===== src/rtl/mem_arbiter.sv =====
// Two-requester (instruction/data) arbiter for a single RAM port with a per-grant response timeout.
// Define ARB_FAIR_EN to let a waiting instruction fetch win after FAIR_LIMIT data completions.
module mem_arbiter #(
  parameter int unsigned TIMEOUT_CYC = 255,
  parameter int unsigned FAIR_LIMIT  = 2
) (
  input  logic        CLK,
  input  logic        RST,
  input  logic        iREN,
  input  logic [31:0] iaddr,
  output logic        iwait,
  output logic [31:0] iload,
  input  logic        dREN,
  input  logic        dWEN,
  input  logic [31:0] daddr,
  input  logic [31:0] dstore,
  output logic        dwait,
  output logic [31:0] dload,
  output logic        ramREN,
  output logic        ramWEN,
  output logic [31:0] ramaddr,
  output logic [31:0] ramstore,
  input  logic [31:0] ramload,
  input  logic        ram_rdy,
  output logic        timeout_err
);

  typedef enum logic [1:0] {StIdle, StGrantD, StGrantI} state_e;

  localparam logic [7:0]  TimeoutCyc = 8'(TIMEOUT_CYC);
  localparam logic [7:0]  FairLim    = 8'(FAIR_LIMIT);
  localparam logic [31:0] AbortWord  = 32'hBAD1BAD1;

  state_e      state_q, state_d;
  logic [7:0]  wait_cnt_q, wait_cnt_d;
  logic        timeout_err_q, timeout_err_d;
  logic        d_req, grant_req, timeout, done, fair_pick;
  logic [31:0] grant_load;

  assign d_req = dREN | dWEN;

  always_comb begin
    unique case (state_q)
      StGrantD: grant_req = d_req;
      StGrantI: grant_req = iREN;
      default:  grant_req = 1'b0;
    endcase
  end

  // A real response in the same cycle as the limit wins over the abort.
  assign timeout    = grant_req & ~ram_rdy & (wait_cnt_q == TimeoutCyc);
  assign done       = grant_req & (ram_rdy | timeout);
  assign grant_load = timeout ? AbortWord : ramload;

  always_comb begin
    state_d       = state_q;
    wait_cnt_d    = wait_cnt_q;
    timeout_err_d = timeout_err_q | timeout;
    unique case (state_q)
      StIdle: begin
        wait_cnt_d = '0;
        if (fair_pick)  state_d = StGrantI;
        else if (d_req) state_d = StGrantD;
        else if (iREN)  state_d = StGrantI;
      end
      default: begin
        // Requester withdrew or access finished: either way back to arbitration.
        if (!grant_req || done) begin
          state_d    = StIdle;
          wait_cnt_d = '0;
        end else begin
          wait_cnt_d = wait_cnt_q + 8'd1;
        end
      end
    endcase
  end

  always_ff @(posedge CLK or posedge RST) begin
    if (RST) begin
      state_q       <= StIdle;
      wait_cnt_q    <= '0;
      timeout_err_q <= 1'b0;
    end else begin
      state_q       <= state_d;
      wait_cnt_q    <= wait_cnt_d;
      timeout_err_q <= timeout_err_d;
    end
  end

`ifdef ARB_FAIR_EN
  logic [7:0] fair_cnt_q, fair_cnt_d;

  assign fair_pick = iREN & (fair_cnt_q >= FairLim);

  always_comb begin
    fair_cnt_d = fair_cnt_q;
    if (state_q == StIdle && state_d == StGrantI) begin
      fair_cnt_d = '0;
    end else if (state_q == StGrantD && done && iREN && fair_cnt_q < FairLim) begin
      fair_cnt_d = fair_cnt_q + 8'd1;
    end
  end

  always_ff @(posedge CLK or posedge RST) begin
    if (RST) fair_cnt_q <= '0;
    else     fair_cnt_q <= fair_cnt_d;
  end
`else
  logic unused_fair_lim;
  assign unused_fair_lim = ^FairLim;
  assign fair_pick       = 1'b0;
`endif

  always_comb begin
    ramREN   = 1'b0;
    ramWEN   = 1'b0;
    ramaddr  = '0;
    ramstore = '0;
    iload    = '0;
    dload    = '0;
    iwait    = iREN  & ~((state_q == StGrantI) & done);
    dwait    = d_req & ~((state_q == StGrantD) & done);
    unique case (state_q)
      StGrantD: begin
        ramREN   = dREN;
        ramWEN   = dWEN;
        ramaddr  = daddr;
        ramstore = dstore;
        dload    = grant_load;
      end
      StGrantI: begin
        ramREN  = 1'b1;
        ramaddr = iaddr;
        iload   = grant_load;
      end
      default: ;
    endcase
  end

  assign timeout_err = timeout_err_q;

endmodule


===== config.mk =====
export PLATFORM = sky130hd
export DESIGN_NAME = mem_arbiter
export DESIGN_NICKNAME = d
export VERILOG_FILES = /design/src/rtl/mem_arbiter.sv
export SDC_FILE = /design/constraint.sdc
export NUM_CORES = 1
export LEC_CHECK = 0
export BUFFER_PORTS_ARGS = -buffer_cell sky130_fd_sc_hd__buf_4
export CELL_PAD_IN_SITES_DETAIL_PLACEMENT = 1
export CELL_PAD_IN_SITES_GLOBAL_PLACEMENT = 1
export CORE_MARGIN = 1
export CORE_UTILIZATION = 17
export CTS_CLUSTER_DIAMETER = 120
export CTS_CLUSTER_SIZE = 25
export DETAILED_ROUTE_END_ITERATION = 8
export GPL_TIMING_DRIVEN = 0
export PLACE_DENSITY = 0.85
export RECOVER_POWER = 50
export SLEW_MARGIN = 20
export SYNTH_ARGS = -nofsm -noshare
export SYNTH_HDL_FRONTEND = slang
export SYNTH_SLANG_ARGS = --single-unit

===== constraint.sdc =====
create_clock -name CLK -period 2.2 [get_ports CLK]
set_clock_uncertainty 0.2 [all_clocks]
set_input_delay 0.44 -clock CLK [delete_from_list [all_inputs] [get_ports CLK]]
set_output_delay 0.44 -clock CLK [all_outputs]
set_load 0.02 [all_outputs]

==> results of run 1 <==
[logic make-up (layout without fill, tap and decap cells)]
group                      after synthesis  in the layout  synth area share [%]
xor gates and xnor gates                 3              3                  1.38
and+or+nand+nor                        115            115                  37.8
AOI/OAI and AO/OA                       88             88                  34.7
buffers and inverters                   33            341                  8.47
adders and majority gates                5              5                  3.28
DFF                                     11             11                  14.4
[synthesized netlist by cell type, drive strengths merged, types with 2 or more instances]
master	n
a31oi	2
o21a	38
inv	5
clkbuf	20
a211oi	3
nor2b	33
xor2	2
and2	35
ha	5
nand2	3
nand3	3
buf	8
and3	29
o211ai	2
nor3	4
a22oi	32
or3	2
o21ai	3
dfrtp	11
[stage by stage]
stage | setup TNS (ps) | worst slack (ps)
detailed placement | -40940 | -546
floorplan | -70.7 | -2.36
finish | -38100 | -480
global placement | -34180 | -498
CTS | -40800 | -476
global route | -45440 | -530
[layout by cell type (no fill, tap or decap), drive strengths merged]
master / count
o31ai: 1
a21o: 1
o2111ai: 1
nand2: 3
nor2: 1
ha: 5
inv: 5
or4: 1
nand2b: 1
xor2: 2
buf: 316
a31oi: 2
nand3: 3
and2: 35
o41ai: 1
a21oi: 1
dfrtp: 11
xnor2: 1
and3: 29
nor3: 4
or3: 2
a21boi: 1
o21ai: 3
a211oi: 3
clkbuf: 20
o211ai: 2
nor2b: 33
o21a: 38
a22oi: 32
and2b: 1
o2111a: 1
and4: 1
o32ai: 1
nor3b: 1
[worst max-delay path, cell delays in order (launching register included)]
cell       delay [ps]
dfrtp_2           440
inv_4             100
ha_4              200
and2b_2           220
buf_12            130
o2111ai_4          90
buf_6             180
buf_8             130
and3_4            190
buf_6             110
[registers in the layout, summed over array words and instances, names as in the netlist]
register / cells
timeout_err: 1
state_q: 2
wait_cnt_q: 8
[area by class of cell]
| cell class | instances | area, sq um | share of cell area, % |
|---|---|---|---|
| multi-input combinational | 211 | 2140 | 36.1 |
| clock buffer | 4 | 45.0 | 0.762 |
| inverter | 5 | 21.3 | 0.360 |
| sequential | 11 | 277 | 4.68 |
| tap | 140 | 175 | 2.96 |
| timing repair buffer | 305 | 2940 | 49.8 |
| buffer | 27 | 314 | 5.31 |
[power by group]
part           internal, W  switching (W)
combinational      0.00253        0.00221
sequential        0.000219      0.0000223
clock             0.000127      0.0000775
total              0.00288        0.00231
[how the worst max path moves through the flow]
stage	start	endpoint	slack, ps
after floorplan	state_q[0]	dload[11]	-2
after global placement	state_q[1]	iload[18]	-500
after detailed placement	state_q[1]	iload[3]	-550
after CTS	state_q[1]	iload[18]	-480
after global routing	state_q[1]	iload[18]	-530
final	state_q[0]	iload[18]	-480
[timing repair]
| action | CTS | global route |
|---|---|---|
| cloned | 3 | 12 |
| gates resized for setup | 151 | 151 |
| pin swaps | 25 | 16 |
| hold endpoints to repair | 0 | 0 |
| buffers inserted | 14 | 11 |
| endpoints found under the setup margin | 134 | 132 |
[layer usage]
metal  vias up  routed length (um)
met5         -                   0
met4         0                 343
met3        20                1170
met2       191                8290
met1      1642                5500
li1       1544                   -
==> impl_metrics.py, run 1 <==
metrics = {
    "clock_tree": {
        "hold_buffers": 0,
        "clock_latency_ps": 240,
        "cts_sinks": 11,
        "cts_made_buffers": 3,
        "htreeDepth": 1,
        "cts_tree": "built",
        "cts_buffer_depth": 2,
        "path_clk_slew_ps": 50,
        "cts_root_buf": "clkbuf_8",
    },
    "die": {
        "die_x_um": 108,
        "die-area_sq_um": 11600,
        "num_rows": 38,
        "core_sq_um": 10900,
        "io_pins": 267,
        "fp.dieH_um": 108,
        "start_util_pct": 17.5,
    },
    "logic_synthesis": {
        "ys.flop_type": "dfrtp_1",
        "yosysTopAreaCellShare_pct": 15.0,
        "synth_largest_area_cell": "o21a_1",
        "ys_seq_elements": 11,
        "syn_area_sq_um": 1910,
        "synth_seq_area_share_pct": 14.4,
        "synth_edf_count": 0,
        "syn_area_per_cell_sq_um": 7.47,
        "synth_nets": 394,
        "synthDistinctLibCells": 38,
        "netlist_instances": 255,
        "yosysWarnings": 0,
        "ys_top_cells_by_area": "o21a_1 (15%), dfrtp_1 (14%), a22oi_1 (13%), and2_1 (11%), nor2b_1 (11%)",
        "async_flop_share_pct": 100,
    },
    "setup_path": {
        "reg2reg_depth": 7,
        "end_kind": "output pin",
        "cp.required_ps": 1560,
        "startpoint_type": "flop",
        "critPathMaxFanout": 5,
        "critPathArrivalTime_ps": 2040,
        "reg2reg_slack_ps": 120,
        "r2r_end": "state_q[0]",
        "path_class": "flop to output pin",
        "r2r-start": "state_q[1]",
    },
    "placed_design": {
        "dp_cells": 661,
        "gp_congestion": 0.812,
        "hpwl_um": 10100,
        "place_area_sq_um": 4180,
        "io_buffers": 266,
    },
    "sta": {
        "slew_headroom_pct": 44.7,
        "rsz0062_at_grt": "true",
        "min_period_ps": 2680,
        "finalHoldViolCount": 0,
        "setup_viol": 132,
        "finalCritPeriodShare_pct": 122,
        "timing.fmax_ghz": 0.373,
        "drv_slew": 0,
        "worst_slack_ps": -480,
        "fin_hold_ws_ps": 6.01,
        "worst_pin_slew_ps": 825,
    },
    "global_route": {
        "antenna_found_initial": 0,
        "grt_pass1_wl_um": 18500,
        "grt_pass1_vias": 3461,
        "grt_max_degree": 12,
        "grt_usage_pct": 20.7,
        "gr-usage-met2_pct": 40.2,
        "met3_usage_pct": 4.78,
        "grt_overflow_total": 0,
        "use_met1_pct": 22.0,
        "grt.busiest_layer": "met2",
    },
    "finish": {
        "final_net_count": 703,
        "final_cells": 703,
        "final_util_pct": 54.3,
        "design_area_sq_um": 5910,
        "antenna_cells": 0,
        "area_growth_pct": 210,
        "drive_gt1_share_pct": 81.9,
        "nFillCells": 1168,
    },
    "power_and_ir_drop": {
        "leakagePower_nw": 2.70,
        "peakVddDrop_uv": 445,
        "p_per_area_nw_per_um2": 877,
        "total_power_w": 0.00518,
    },
    "job": {
        "maxCapViolations": 0,
    },
    "min_path": {
        "min_path_type": "input pin to async pin",
    },
    "routing": {
        "via_per_inst": 4.83,
        "routed_wl_um": 15300,
        "drt-initial-drc-count": 148,
        "drc": 0,
        "wl_per_cell_um": 21.8,
        "ant_nets": 0,
        "dr.pass1.iters": 4,
        "vias": 3397,
    },
    "outcome": {
        "status": "finished, violations left",
        "violations": "negative setup slack",
    },
}
No activity file was read; power rests on OpenSTA's default activity.
==> run 2: changes to the inputs <==
--- a/config.mk
+++ b/config.mk
@@ -5,16 +5,16 @@
 export SDC_FILE = /design/constraint.sdc
 export NUM_CORES = 1
 export LEC_CHECK = 0
-export BUFFER_PORTS_ARGS = -buffer_cell sky130_fd_sc_hd__buf_4
 export CELL_PAD_IN_SITES_DETAIL_PLACEMENT = 1
 export CELL_PAD_IN_SITES_GLOBAL_PLACEMENT = 1
-export CORE_MARGIN = 1
-export CORE_UTILIZATION = 17
+export CORE_AREA = 2 2 103 105
 export CTS_CLUSTER_DIAMETER = 120
 export CTS_CLUSTER_SIZE = 25
 export DETAILED_ROUTE_END_ITERATION = 8
+export DIE_AREA = 0 0 105 107
+export DONT_BUFFER_PORTS = 1
 export GPL_TIMING_DRIVEN = 0
-export PLACE_DENSITY = 0.85
+export PLACE_DENSITY = 0.52
 export RECOVER_POWER = 50
 export SLEW_MARGIN = 20
 export SYNTH_ARGS = -nofsm -noshare
==> run 2 against run 1 <==
First-iteration DRC count down 20%. The run still ends with negative setup slack left. Core utilization is 17 points lower. Largest cell class is now multi-input combinational cells. Register-to-register slack better by 80 ps. Hold slack improved by 170 ps. Sequential cell count stayed put. Combinational power shrank 20%. Routed wire length fell by 32%. Global-route usage shrank 4.1 points. Worst setup slack gained 160 ps.
==> impl_metrics.py, run 2 (same netlist as run 1, synthesis figures left out) <==
metrics = {
    "routing": {
        "dr.pass1.iters": 4,
        "wl_per_cell_um": 23.6,
        "routed_wl_um": 10400,
        "vias": 2266,
        "drc": 0,
        "drt-initial-drc-count": 119,
        "ant_nets": 0,
        "via_per_inst": 5.14,
    },
    "job": {
        "maxCapViolations": 0,
    },
    "clock_tree": {
        "cts_sinks": 11,
        "clock_latency_ps": 240,
        "cts_made_buffers": 3,
        "cts_tree": "built",
        "htreeDepth": 1,
        "cts_root_buf": "clkbuf_8",
        "cts_buffer_depth": 2,
        "path_clk_slew_ps": 50,
    },
    "global_route": {
        "grt_overflow_total": 0,
        "antenna_found_initial": 0,
        "grt_pass1_wl_um": 14600,
        "grt_pass1_vias": 2392,
        "grt_usage_pct": 16.6,
        "grt_max_degree": 12,
    },
    "placed_design": {
        "place_area_sq_um": 2180,
        "gp_congestion": 0.750,
        "dp_cells": 391,
        "hpwl_um": 7430,
        "io_buffers": 0,
    },
    "power_and_ir_drop": {
        "total_power_w": 0.00423,
        "peakVddDrop_uv": 442,
        "leakagePower_nw": 1.42,
        "p_per_area_nw_per_um2": 1130,
    },
    "die": {
        "core_sq_um": 10100,
        "die_x_um": 105,
        "num_rows": 37,
        "die-area_sq_um": 11200,
        "start_util_pct": 18.9,
        "io_pins": 267,
        "fp.dieH_um": 107,
    },
    "finish": {
        "top_register": "wait_cnt_q",
        "final_net_count": 445,
        "antenna_cells": 0,
        "drive_gt1_share_pct": 80.3,
        "design_area_sq_um": 3730,
        "layout_commonest_cell": "o21a_4",
        "final_cell_mix": "o21a_4 (37), and2_4 (34), buf_4 (26), and3_4 (25), nor2b_4 (20)",
        "largest_reg_flops": 8,
        "final_cells": 441,
        "area_growth_pct": 96.0,
    },
    "setup_path": {
        "r2r_end": "state_q[0]",
        "r2r-start": "state_q[1]",
        "reg2reg_depth": 5,
        "cp.required_ps": 1560,
        "path_class": "flop to output pin",
        "startpoint_type": "flop",
        "critPathArrivalTime_ps": 1880,
        "reg2reg_slack_ps": 200,
        "critPathMaxFanout": 10,
        "end_kind": "output pin",
    },
    "sta": {
        "finalCritPeriodShare_pct": 115,
        "min_period_ps": 2520,
        "worst_pin_slew_ps": 804,
        "drv_slew": 0,
        "rsz0062_at_grt": "true",
        "timing.fmax_ghz": 0.397,
        "worst_slack_ps": -320,
        "setup_viol": 129,
        "finalHoldViolCount": 0,
        "slew_headroom_pct": 46.2,
    },
    "outcome": {
        "violations": "negative setup slack",
        "status": "finished, violations left",
    },
    "min_path": {
        "hold_end": "state_q[1]",
        "min_path_type": "input pin to flop",
        "worstHoldStart": "iREN",
        "hold_depth": 2,
    },
}
[run 2: cell count changes in the layout (fill, tap and decap cells not counted), moves of 6 or more]
cell and change:
buf_4 -157, buf_6 -99, nor2b_1 -33, nor2b_4 +20, and2_1 -17, and2_4 +17, nor2b_2 +13, a22oi_1 +12
a22oi_2 -12, o21a_4 +10, o21a_1 -6
[run 2: metal layers]
layer  GRT usage (%)  wire length (um)  vias to the layer above
met1            18.1              3720                     1088
met2            32.5              5770                      154
met5               0                 0                        -
li1                -                 -                     1020
met4            2.00                38                        0
met3            4.74               883                        4
[run 2: worst max-delay path by stage]
stage | startpoint | end | depth (start not counted)
3_5_place_dp | state_q[0] | ramaddr[27] | 6
2_1_floorplan | state_q[0] | dload[11] | 7
4_1_cts | state_q[1] | iload[26] | 8
6_report | state_q[0] | dload[13] | 7
5_1_grt | state_q[1] | iload[19] | 8
3_3_place_gp | state_q[0] | ramaddr[20] | 6
[run 2: where the power goes]
part           leakage (nW)  internal [W]  total [W]  switching (W)
Combinational          1.25       0.00188    0.00378        0.00190
Clock                0.0228      0.000127   0.000204      0.0000762
Sequential            0.150      0.000218   0.000241      0.0000221
Total                  1.42       0.00223    0.00423        0.00200
[run 2: area by class of cell]
class	count	area (sq um)
fillers	1113	6360
multi-input cells	211	2350
repair buffers	47	492
plain buffers	27	378
flip-flops and latches	11	277
well taps	136	170
clock buffers	4	45.0
inverters	5	21.3
[run 2: timing repair]
| item | 4_1_cts | 5_1_grt |
|---|---|---|
| gates cloned | 6 | 3 |
| hold buffers | 1 | 0 |
| gates resized for setup | 296 | 20 |
| setup buffers | 29 | 11 |
| pin swaps | 26 | 9 |
| endpoints found under the setup margin | 132 | 132 |
| hold endpoints to repair | 11 | 0 |
[run 2: through the flow]
step                      setup TNS, ps  worst slack, ps  utilization [%]  hold slack [ps]
after floorplan                   -70.7            -2.36                -             92.4
after global placement           -29580             -408             21.6              157
after detailed placement         -32630             -417             21.6              159
after CTS                        -23630             -335             35.5              171
after global routing             -35550             -398             37.0              190
final                            -24950             -320             37.0              177
[run 2: worst max-delay path, stage by stage (launching register included)]
cell and delay, ps:
dfrtp_2 450, inv_4 110, ha_4 210, and2b_2 220, o2111a_1 130, buf_6 150, buf_12 150, o21a_4 220
==> run 3: changes to the inputs <==
--- a/config.mk
+++ b/config.mk
@@ -5,8 +5,6 @@
 export SDC_FILE = /design/constraint.sdc
 export NUM_CORES = 1
 export LEC_CHECK = 0
-export CELL_PAD_IN_SITES_DETAIL_PLACEMENT = 1
-export CELL_PAD_IN_SITES_GLOBAL_PLACEMENT = 1
 export CORE_AREA = 2 2 103 105
 export CTS_CLUSTER_DIAMETER = 120
 export CTS_CLUSTER_SIZE = 25
@@ -14,8 +12,9 @@
 export DIE_AREA = 0 0 105 107
 export DONT_BUFFER_PORTS = 1
 export GPL_TIMING_DRIVEN = 0
-export PLACE_DENSITY = 0.52
+export PLACE_DENSITY = 0.38
 export RECOVER_POWER = 50
+export SETUP_SLACK_MARGIN = 0.02
 export SLEW_MARGIN = 20
 export SYNTH_ARGS = -nofsm -noshare
 export SYNTH_HDL_FRONTEND = slang
==> run 3 against run 2 <==
The run still ends with negative setup slack left. Final cell count is 0.68% lower. Sequential share of layout area is 0.45 points lower. Fmax is 0.67% lower. Critical endpoint is now dload[25]. Largest power group unchanged. Highest routed layer unchanged.
==> impl_metrics.py, run 3 (same netlist as run 1, synthesis figures left out) <==
metrics = {
    "setup_path": {
        "critPathTopFamily": "buffers and inverters",
        "cp.depth": 7,
        "critPathCapture": "dload[25]",
        "crit_chain": "inv_2 -> ha_4 -> and2b_2 -> o2111a_2 -> buf_6 -> buf_12 -> o21a_4",
        "startpoint_type": "flop",
        "crit_buf_inv": 3,
        "critPathMaxFanout": 10,
        "end_kind": "output pin",
        "crit_slowest_cell": "dfrtp_1",
        "path_class": "flop to output pin",
        "critPathArrivalTime_ps": 1900,
        "reg2reg_slack_ps": 140,
        "slowest_delay_ps": 400,
        "reg2reg_depth": 6,
        "r2r_end": "state_q[0]",
        "cp.required_ps": 1560,
        "crit_path_start": "state_q[1]",
        "r2r-start": "state_q[0]",
    },
    "min_path": {
        "min_path_type": "input pin to flop",
        "worstHoldStart": "iREN",
    },
    "sta": {
        "min_period_ps": 2540,
        "fin_hold_ws_ps": 167,
        "worst_slack_ps": -337,
        "rsz0062_at_grt": "true",
        "drv_slew": 0,
        "timing.fmax_ghz": 0.394,
        "finalCritPeriodShare_pct": 115,
        "setup_viol": 132,
        "slew_headroom_pct": 44.6,
        "finalHoldViolCount": 0,
        "worst_pin_slew_ps": 828,
    },
    "power_and_ir_drop": {
        "leakagePower_nw": 1.49,
        "p_per_area_nw_per_um2": 1100,
        "total_power_w": 0.00438,
        "peakVddDrop_uv": 557,
    },
    "routing": {
        "vias": 2280,
        "routed_wl_um": 9930,
        "drt-initial-drc-count": 138,
        "ant_nets": 0,
        "via_per_inst": 5.21,
        "wl_per_cell_um": 22.7,
        "drc": 0,
        "dr.pass1.iters": 4,
    },
    "placed_design": {
        "dp_cells": 391,
        "pre_cts_slack_ps": -363,
        "gp_congestion": 0.813,
        "hpwl_um": 6800,
        "io_buffers": 0,
        "place_area_sq_um": 2370,
    },
    "finish": {
        "drive_gt1_share_pct": 85.1,
        "largest_reg_flops": 8,
        "layout_commonest_cell": "o21a_4",
        "final_cell_mix": "o21a_4 (37), and2_4 (34), nor2b_4 (33), a22oi_2 (32), and3_4 (29)",
        "nFillCells": 1006,
        "final_net_count": 442,
        "area_growth_pct": 109,
        "design_area_sq_um": 3980,
        "final_cells": 438,
        "seq_area_sq_um": 277,
        "antenna_cells": 0,
        "top_register": "wait_cnt_q",
        "multi_input_area_sq_um": 2500,
    },
    "clock_tree": {
        "cts_sinks": 11,
        "cts_buffer_depth": 2,
        "cts_root_buf": "clkbuf_8",
        "clock_latency_ps": 240,
        "cts_made_buffers": 3,
        "cts_tree": "built",
        "path_clk_slew_ps": 50,
        "htreeDepth": 1,
    },
    "outcome": {
        "violations": "negative setup slack",
        "status": "finished, violations left",
    },
    "global_route": {
        "antenna_found_initial": 0,
        "grt_usage_pct": 14.5,
        "grt_max_degree": 12,
        "grt_overflow_total": 0,
        "grt_pass1_wl_um": 13100,
        "grt_pass1_vias": 2226,
    },
    "die": {
        "start_util_pct": 18.9,
        "die_x_um": 105,
        "io_pins": 267,
        "fp.dieH_um": 107,
        "num_rows": 37,
        "core_sq_um": 10100,
        "die-area_sq_um": 11200,
    },
    "job": {
        "maxCapViolations": 0,
    },
}
[run 3: cell types whose count changed in the layout (fill, tap and decap cells not counted), moves of 4 or more]
cell and change:
and3_4 +4, nor2b_4 +13, a22oi_2 +13, nor2b_2 -13
buf_6 +8, clkbuf_4 -4, a22oi_1 -13, and3_2 -4
clkbuf_16 +6, buf_4 -12
[run 3: area by class of cell]
cell class              count  share of cell area [%]
clock buffers               3                    1.04
repair buffers             43                    13.5
inverters                   5                   0.535
flip-flops and latches     11                    6.95
plain buffers              28                    10.8
multi-input cells         211                    62.8
well taps                 136                    4.28
clock inverters             1                   0.126
[run 3: repair_timing]
action	CTS	global route
gates resized for setup	268	60
cloned	3	11
setup buffers	16	14
hold buffers	1	0
pin swaps	12	30
setup endpoints to repair	132	133
endpoints found under the hold margin	11	0
[run 3: stage by stage]
stage / util (%) / setup TNS (ps)
after floorplan: - / 0
after global placement: 23.5 / -22290
after detailed placement: 23.5 / -23210
after CTS: 34.1 / -21740
after global routing: 39.4 / -43920
final: 39.4 / -34470
[run 3: worst min path at each step]
stage | to | slack, ps | cells past startpoint
after detailed placement | timeout_err | 170 | 1
after CTS | state_q[1] | 160 | 2
after global placement | timeout_err | 170 | 1
after global routing | state_q[1] | 190 | 2
final | state_q[1] | 170 | 2
after floorplan | state_q[0] | 90 | 1
[run 3: routing by layer]
| layer | GRT usage (%) | share of wire (%) | vias to the layer above |
|---|---|---|---|
| met2 | 26.7 | 54 | 143 |
| met3 | 4.86 | 8.6 | 8 |
| met1 | 16.3 | 36 | 1113 |
| met5 | 0 | 0 | - |
| met4 | 3.05 | 1.3 | 0 |
| li1 | - | - | 1016 |
[run 3: power by group]
group | internal, W | switching [W]
clock | 0.000125 | 0.0000814
sequential | 0.000218 | 0.0000230
combinational | 0.00198 | 0.00196
total | 0.00232 | 0.00206
